**src/rtl/sha_msg_schedule.sv**
```systemverilog
// SHA-256 message schedule producer.
// Loads one 512-bit block as 16 serial big-endian words, then streams
// W_t / K_t / t for rounds 0..63 over a valid/ready handshake. The schedule
// is produced with a 16-word sliding window: w[0] is always the current W_t
// and each handshake appends the next expanded word at w[15].
module sha_msg_schedule (
  input  logic        clk,
  input  logic        rst,
  input  logic [31:0] blk_word_i,
  input  logic        blk_valid_i,
  output logic        blk_ready_o,
  output logic [31:0] W_t,
  output logic [31:0] K_t,
  output logic [5:0]  t_o,
  output logic        last_o,
  output logic        out_valid,
  input  logic        out_ready
);

  typedef enum logic {ST_LOAD, ST_EMIT} state_t;

  localparam logic [31:0] K_ROM [0:63] = '{
    32'h428a2f98, 32'h71374491, 32'hb5c0fbcf, 32'he9b5dba5,
    32'h3956c25b, 32'h59f111f1, 32'h923f82a4, 32'hab1c5ed5,
    32'hd807aa98, 32'h12835b01, 32'h243185be, 32'h550c7dc3,
    32'h72be5d74, 32'h80deb1fe, 32'h9bdc06a7, 32'hc19bf174,
    32'he49b69c1, 32'hefbe4786, 32'h0fc19dc6, 32'h240ca1cc,
    32'h2de92c6f, 32'h4a7484aa, 32'h5cb0a9dc, 32'h76f988da,
    32'h983e5152, 32'ha831c66d, 32'hb00327c8, 32'hbf597fc7,
    32'hc6e00bf3, 32'hd5a79147, 32'h06ca6351, 32'h14292967,
    32'h27b70a85, 32'h2e1b2138, 32'h4d2c6dfc, 32'h53380d13,
    32'h650a7354, 32'h766a0abb, 32'h81c2c92e, 32'h92722c85,
    32'ha2bfe8a1, 32'ha81a664b, 32'hc24b8b70, 32'hc76c51a3,
    32'hd192e819, 32'hd6990624, 32'hf40e3585, 32'h106aa070,
    32'h19a4c116, 32'h1e376c08, 32'h2748774c, 32'h34b0bcb5,
    32'h391c0cb3, 32'h4ed8aa4a, 32'h5b9cca4f, 32'h682e6ff3,
    32'h748f82ee, 32'h78a5636f, 32'h84c87814, 32'h8cc70208,
    32'h90befffa, 32'ha4506ceb, 32'hbef9a3f7, 32'hc67178f2
  };

  state_t      state_reg;
  logic [3:0]  cnt_reg;
  logic [5:0]  t_reg;
  logic        blk_ready_reg;
  logic        out_valid_reg;
  logic [31:0] w_reg [0:15];

  logic        accept;
  logic        fire;
  logic        shift_en;
  logic [31:0] w_new;
  logic [31:0] w_in;

  function automatic logic [31:0] rotr(input logic [31:0] x, input int n);
    return (x >> n) | (x << (32 - n));
  endfunction

  function automatic logic [31:0] sig0(input logic [31:0] x);
    return rotr(x, 7) ^ rotr(x, 18) ^ (x >> 3);
  endfunction

  function automatic logic [31:0] sig1(input logic [31:0] x);
    return rotr(x, 17) ^ rotr(x, 19) ^ (x >> 10);
  endfunction

  assign accept   = blk_valid_i & blk_ready_reg;
  assign fire     = out_valid_reg & out_ready;
  assign shift_en = accept | fire;

  // Next expanded word; the adds wrap at 32 bits by construction.
  assign w_new = sig1(w_reg[14]) + w_reg[9] + sig0(w_reg[1]) + w_reg[0];
  assign w_in  = (state_reg == ST_LOAD) ? blk_word_i : w_new;

  // Load/emit sequencing with registered handshake flags.
  always_ff @(posedge clk or posedge rst) begin
    if (rst) begin
      state_reg     <= ST_LOAD;
      cnt_reg       <= 4'd0;
      t_reg         <= 6'd0;
      blk_ready_reg <= 1'b0;
      out_valid_reg <= 1'b0;
    end else begin
      case (state_reg)
        ST_LOAD: begin
          if (accept) begin
            cnt_reg <= cnt_reg + 4'd1;
            if (cnt_reg == 4'd15) begin
              state_reg     <= ST_EMIT;
              blk_ready_reg <= 1'b0;
              out_valid_reg <= 1'b1;
              t_reg         <= 6'd0;
            end else begin
              blk_ready_reg <= 1'b1;
            end
          end else begin
            blk_ready_reg <= 1'b1;
          end
        end
        ST_EMIT: begin
          if (fire) begin
            if (t_reg == 6'd63) begin
              state_reg     <= ST_LOAD;
              t_reg         <= 6'd0;
              cnt_reg       <= 4'd0;
              out_valid_reg <= 1'b0;
              blk_ready_reg <= 1'b1;
            end else begin
              t_reg <= t_reg + 6'd1;
            end
          end
        end
        default: state_reg <= ST_LOAD;
      endcase
    end
  end

  // Sliding window: shift toward w[0], new word enters at w[15].
  always_ff @(posedge clk or posedge rst) begin
    if (rst) begin
      for (int i = 0; i < 16; i++) w_reg[i] <= 32'd0;
    end else if (shift_en) begin
      for (int i = 0; i < 15; i++) w_reg[i] <= w_reg[i+1];
      w_reg[15] <= w_in;
    end
  end

  assign blk_ready_o = blk_ready_reg;
  assign out_valid   = out_valid_reg;
  assign W_t         = w_reg[0];
  assign K_t         = K_ROM[t_reg];
  assign t_o         = t_reg;
  assign last_o      = out_valid_reg & (t_reg == 6'd63);

endmodule

```
**config.mk**
```make
export PLATFORM = sky130hd
export DESIGN_NAME = sha_msg_schedule
export DESIGN_NICKNAME = d
export VERILOG_FILES = /design/src/rtl/sha_msg_schedule.sv
export SDC_FILE = /design/constraint.sdc
export NUM_CORES = 2
export LEC_CHECK = 0
export CAP_MARGIN = 20
export CORE_AREA = 2 2 282 284
export DETAILED_ROUTE_END_ITERATION = 16
export DIE_AREA = 0 0 284 286
export GPL_TIMING_DRIVEN = 0
export PLACE_DENSITY = 0.5
export REMOVE_ABC_BUFFERS = 1
export SYNTH_ARGS = -nofsm -noshare
export SYNTH_HDL_FRONTEND = slang
export SYNTH_SLANG_ARGS = --single-unit
```
**constraint.sdc**
```tcl
create_clock -name clk -period 45.5 [get_ports clk]
set_input_delay 13.65 -clock clk [delete_from_list [all_inputs] [get_ports clk]]
set_output_delay 13.65 -clock clk [all_outputs]
set_load 0.05 [all_outputs]
```
# Yosys cells after proc, flatten, opt, wreduce, memory -nomap -nowiden
# Memory sizes are Yosys's and may differ from the RTL's.
# Cells that the tools add are included.
word_totals:
  mem_bits_ro: 2048
  out_inout_bits: 73
  input_bits: 36
  memories: 1
  reg_bits: 525
mem_list:
  columns: ["name", "words", "word_bits", "rd", "rd_ports_with_merged_regs", "write_ports", "line", "source"]
  rows:
  - ["(name not given)", 64, 32, 1, 0, 0, "130", "assign K_t = K_ROM[t_reg];"]
op_classes:
  add_sub_neg: 5
  magnitude_cmp: 1
  n_mux: 27
  n_bitwise: 14
  reduce_logical: 4
  eq_ne: 6
ops:
  columns: ["operator", "n"]
  rows:
  - ["$add A32 B32 Y32", 3]
  - ["$mux W32", 3]
  - ["$xor A32 B32 Y32", 2]
  - ["$or A13 B32 Y32", 1]
  - ["$or A14 B32 Y32", 1]
  - ["$or A15 B32 Y32", 1]
  - ["$or A25 B32 Y32", 1]
  - ["$xor A32 B22 Y32", 1]
  - ["$xor A32 B29 Y32", 1]
  - ["$mux W6", 4]
  - ["$mux W1", 12]
  - ["$mux W4", 3]
  - ["$pmux W6 S2", 1]
  - ["$pmux W4 S2", 1]
  - ["$ge A7 B7 Y1 const B", 1]
  - ["$not A6 Y7", 1]
  - ["$add A6 B1 Y6 const B", 1]
  - ["$eq A6 B6 Y1 const B", 1]
  - ["$ne A2 B1 Y1 const B", 3]
  - ["$pmux W1 S2", 3]
  - ["$reduce_and A3 Y1", 2]
  - ["$add A4 B1 Y4 const B", 1]
  - ["$eq A4 B4 Y1 const B", 1]
  - ["$reduce_and A4 Y1", 1]
  - ["5 further kinds", 7]

# Depth between registers and ports, before layout
depth:
  depth_word: 7
  ltp_mapped: 19
  depth_no_buf: 18

# Worst setup path before layout
# OpenSTA, ideal clock, no wires.
synth_timing:
  path_kind: "register -> output"
  start: "register t_reg[1] (netlist: t_o[1])"
  end: "output port K_t[1]"
  slack_ns: 28.228
  stages_incl_launch_ff: 9
  required_ns: 31.850
  n_path_buf: 1
  arrival_ns: 3.622
  cell_sequence: "dfrtp_1 -> clkinv_1 -> ha_1 -> clkbuf_1 -> xor2_1 -> o21ai_0 -> o21ai_0 -> nor2_1 -> a311oi_1"
synth_via:
  elab_chain_cells: 4
synth_rtl:
  columns: ["item", "line", "source"]
  rows:
  - ["from (decl)", "43", "logic [5:0] t_reg;"]
  - ["from (signal assigned)", "108", "t_reg <= t_reg + 6'd1;"]
  - ["$not A6 Y7 (not written as such)", "130", null]
  - ["$mem_v2 Z64 W32", null, null]
  - ["$mux W32 (not written as such) (2 in series)", "130", null]
  - ["to (decl)", "13", "output logic [31:0] K_t,"]
# No other way between the ends. The select of a mux whose other input is x is not followed.

# Worst setup path after layout
layout_timing:
  start: "register t_reg[1] (netlist: t_o[1])"
  end: "output port K_t[23]"
# The elaborated chain is that of the path after synthesis.

==> summary.md <==
## Drt
• total number of vias: 20900
• drt wl/cell: 17.0 µm
• post-detailed-routing wire length: 73.0 mm
• via count normalized by instance count: 4.87
• initial drt markers: 2062
• DR pass1 iterations: 5
• DR DRC count: 0
• Final ANT Viol Nets: 0

## STA
• transition at the pin with the smallest max-transition slack: 0.922 ns
• worst slew margin relative to its limit: 38.5%
• Fmax achieved: 51.9 MHz
• Hold Fails Final Rpt: 0
• TNS Setup: 0 ns
• fraction of the cycle the final worst path needs: 42.3%
• total count of max-transition violations in the final report: 0
• shortest clock period the worst path allows after layout: 19.26 ns
• final-report setup violation count: 0
• worst clock skew: 0.0248 ns
• setup repair after global routing missed its margin: false

## Place
• Placer Congestion: 0.905
• hpwl dp: 49.7 mm
• PortBufs: 108

## CTS
• Hold Buf Count CTS: 0
• total clock buffers created by CTS: 57
• post-CTS setup-driven buffer insertion count: 0
• H-Tree Level Count: 2
• Clk pin slew, worst setup/hold paths: 0.06 ns
• clock network latency to the later pin of the worst-skew pair: 0.63 ns
• Clock Sinks: 525
• Root Buffer Master: clkbuf_16
• post-cts sizing count: 0
• deepest clock path buffer count: 3
• CTS tree: done

## Logic synthesis
• list of most frequent post-synthesis cells: nand2_1, dfrtp_1, clkbuf_1
• Post-synth EDFFs: 0
• share of the synthesized area in the top cell type: 48.4%
• Syn. warnings: 0
• top area cells in the synthesized netlist: dfrtp_1, nand2_1, fa_1
• Synth async-reset ratio: 100%
• top cell type by total area after synthesis: dfrtp_1
• distinct cell type count after synthesis: 68
• top_reg_cell synth: dfrtp_1
• library cell with the highest instance count after synthesis: nand2_1
• cells after synthesis: 3265
• netlist area before placement: 27200 µm²
• Seq cells post-synth: 525
• share of synthesized area occupied by flip-flops and latches: 48.4%
• average size of a mapped cell: 8.32 µm²

## Final layout
• ratio of cells with drive above 1 in the final layout: 4.35%
• fillers: 8186
• number of diodes added for antenna fixing: 0
• layout overhead on the synthesized area: 14.0%
• max FFs per register: 480
• Nets: 3343

## Setup path
• critical path class: flip-flop to output pin
• critical path endpoint category: output pin
• terminus of the critical flop-to-flop path: w_reg[27]
• beginning of the critical path: t_o[1]
• Worst EP required: 31.85 ns
• beginning of the worst register-to-register path: w_reg[50]
• launching element type of the critical path: flip-flop
• number of cell instances on the worst register-to-register path: 16
• maximum fanout along the worst path: 20
• R2R Setup Slk: 40.67 ns
• Critical Path End: K_t[23]
• arrival time reported for the critical path endpoint: 5.61 ns

## Global routing
• via count of the first global-routing pass: 19500
• GRT overflow: 0
• pin count of the biggest net entering global routing: 120
• total global routing track utilization: 18.0%
• antenna violations before repair: 0
• global-route wire length before repair: 116 mm

## Die
• Die Span Y: 286 µm
• Ports: 109
• number of rows created at floorplan: 103
• starting density of the core: 34.7%
• placeable core region: 78400 µm²
• Horiz. Die Dim: 284 µm
• die footprint: 81200 µm²

## Status
• result of the run: completed

## Worst hold path
• class of the tightest hold or removal check: flip-flop to flip-flop

## Run
• Max-cap violations: 0

[critical path: stages (launching register included)]
cell,delay [ns]
dfrtp_1,0.95
clkinv_1,0.75
ha_1,1.01
nand2_1,0.45
a21oi_1,0.43
a21oi_1,0.07
nand2_1,0.07
o21ai_0,0.09
a21oi_1,0.31
clkdlybuf4s50_1,0.86
[layer usage]
metal	GRT usage [%]	share of wire (%)	wire [µm]	up-vias
met2	26.6	43	31500	506
met1	27.5	49	36000	10100
li1	-	-	-	10200
met5	0	0	0	-
met3	2.41	5.0	3650	112
met4	5.11	2.6	1880	0
[per-stage QoR]
| step | setup WS (ns) | util [%] | area, µm² | hold WS, ns | std cells |
|---|---|---|---|---|---|
| after floorplan | 17.18 | - | 26100 | 0.439 | 3007 |
| after global placement | 9.69 | 36.3 | 28500 | 0.448 | 4165 |
| after detailed placement | 27.00 | 37.1 | 29100 | 0.455 | 4187 |
| after CTS | 26.32 | 39.5 | 31000 | 0.467 | 4290 |
| after global routing | 26.12 | 39.5 | 31000 | 0.472 | 4290 |
| final | 26.24 | 39.5 | 31000 | 0.462 | 4290 |
[cells by family (layout without fill, tap and decap cells)]
family,Yosys count,in the layout,share of synthesized area [%]
AOI/OAI and AO/OA,471,471,10.2
xor gates and xnor gates,151,151,4.87
adders and majority gates,111,111,6.83
buffers and inverters,395,370,5.90
DFF,525,525,48.4
muxes,19,19,0.981
and+or+nand+nor,1593,1593,22.9
[layout by cell type (no fill, tap or decap), types with 9 or more instances in the layout]
cell type	count
a211oi_1	19
a21o_1	9
a21oi_1	128
a31oi_1	25
and3_1	15
buf_16	19
clkbuf_1	16
clkbuf_16	57
clkbuf_8	19
clkdlybuf4s50_1	108
dfrtp_1	520
fa_1	62
ha_1	49
inv_1	132
mux2i_1	12
nand2_1	1398
nand3_1	33
nand4_1	9
nor2_1	77
nor2b_1	12
nor3_1	20
o211ai_1	14
o21ai_0	204
xnor2_1	90
xor2_1	61
[worst min-delay path by stage]
stage,startpoint,end,depth (start not counted)
floorplan,w_reg[100],w_reg[100],2
global placement,w_reg[321],w_reg[321],2
detailed placement,w_reg[326],w_reg[326],2
CTS,w_reg[374],w_reg[374],2
global route,w_reg[184],w_reg[184],2
finish,w_reg[269],w_reg[269],2
[final cells by class]
| type | instances | area [µm²] | area share (%) |
|---|---|---|---|
| Sequential cell | 525 | 13100 | 42.4 |
| Multi-Input combinational cell | 2345 | 12400 | 40.2 |
| Clock buffer | 92 | 1750 | 5.64 |
| Timing Repair Buffer | 130 | 1660 | 5.37 |
| Tap cell | 1050 | 1310 | 4.24 |
| Inverter | 137 | 522 | 1.68 |
| Clock inverter | 11 | 140 | 0.452 |
Power is left out: the tool's default activity adds up to more than one toggle a clock period on the data nets, which glitch-free logic cannot reach.
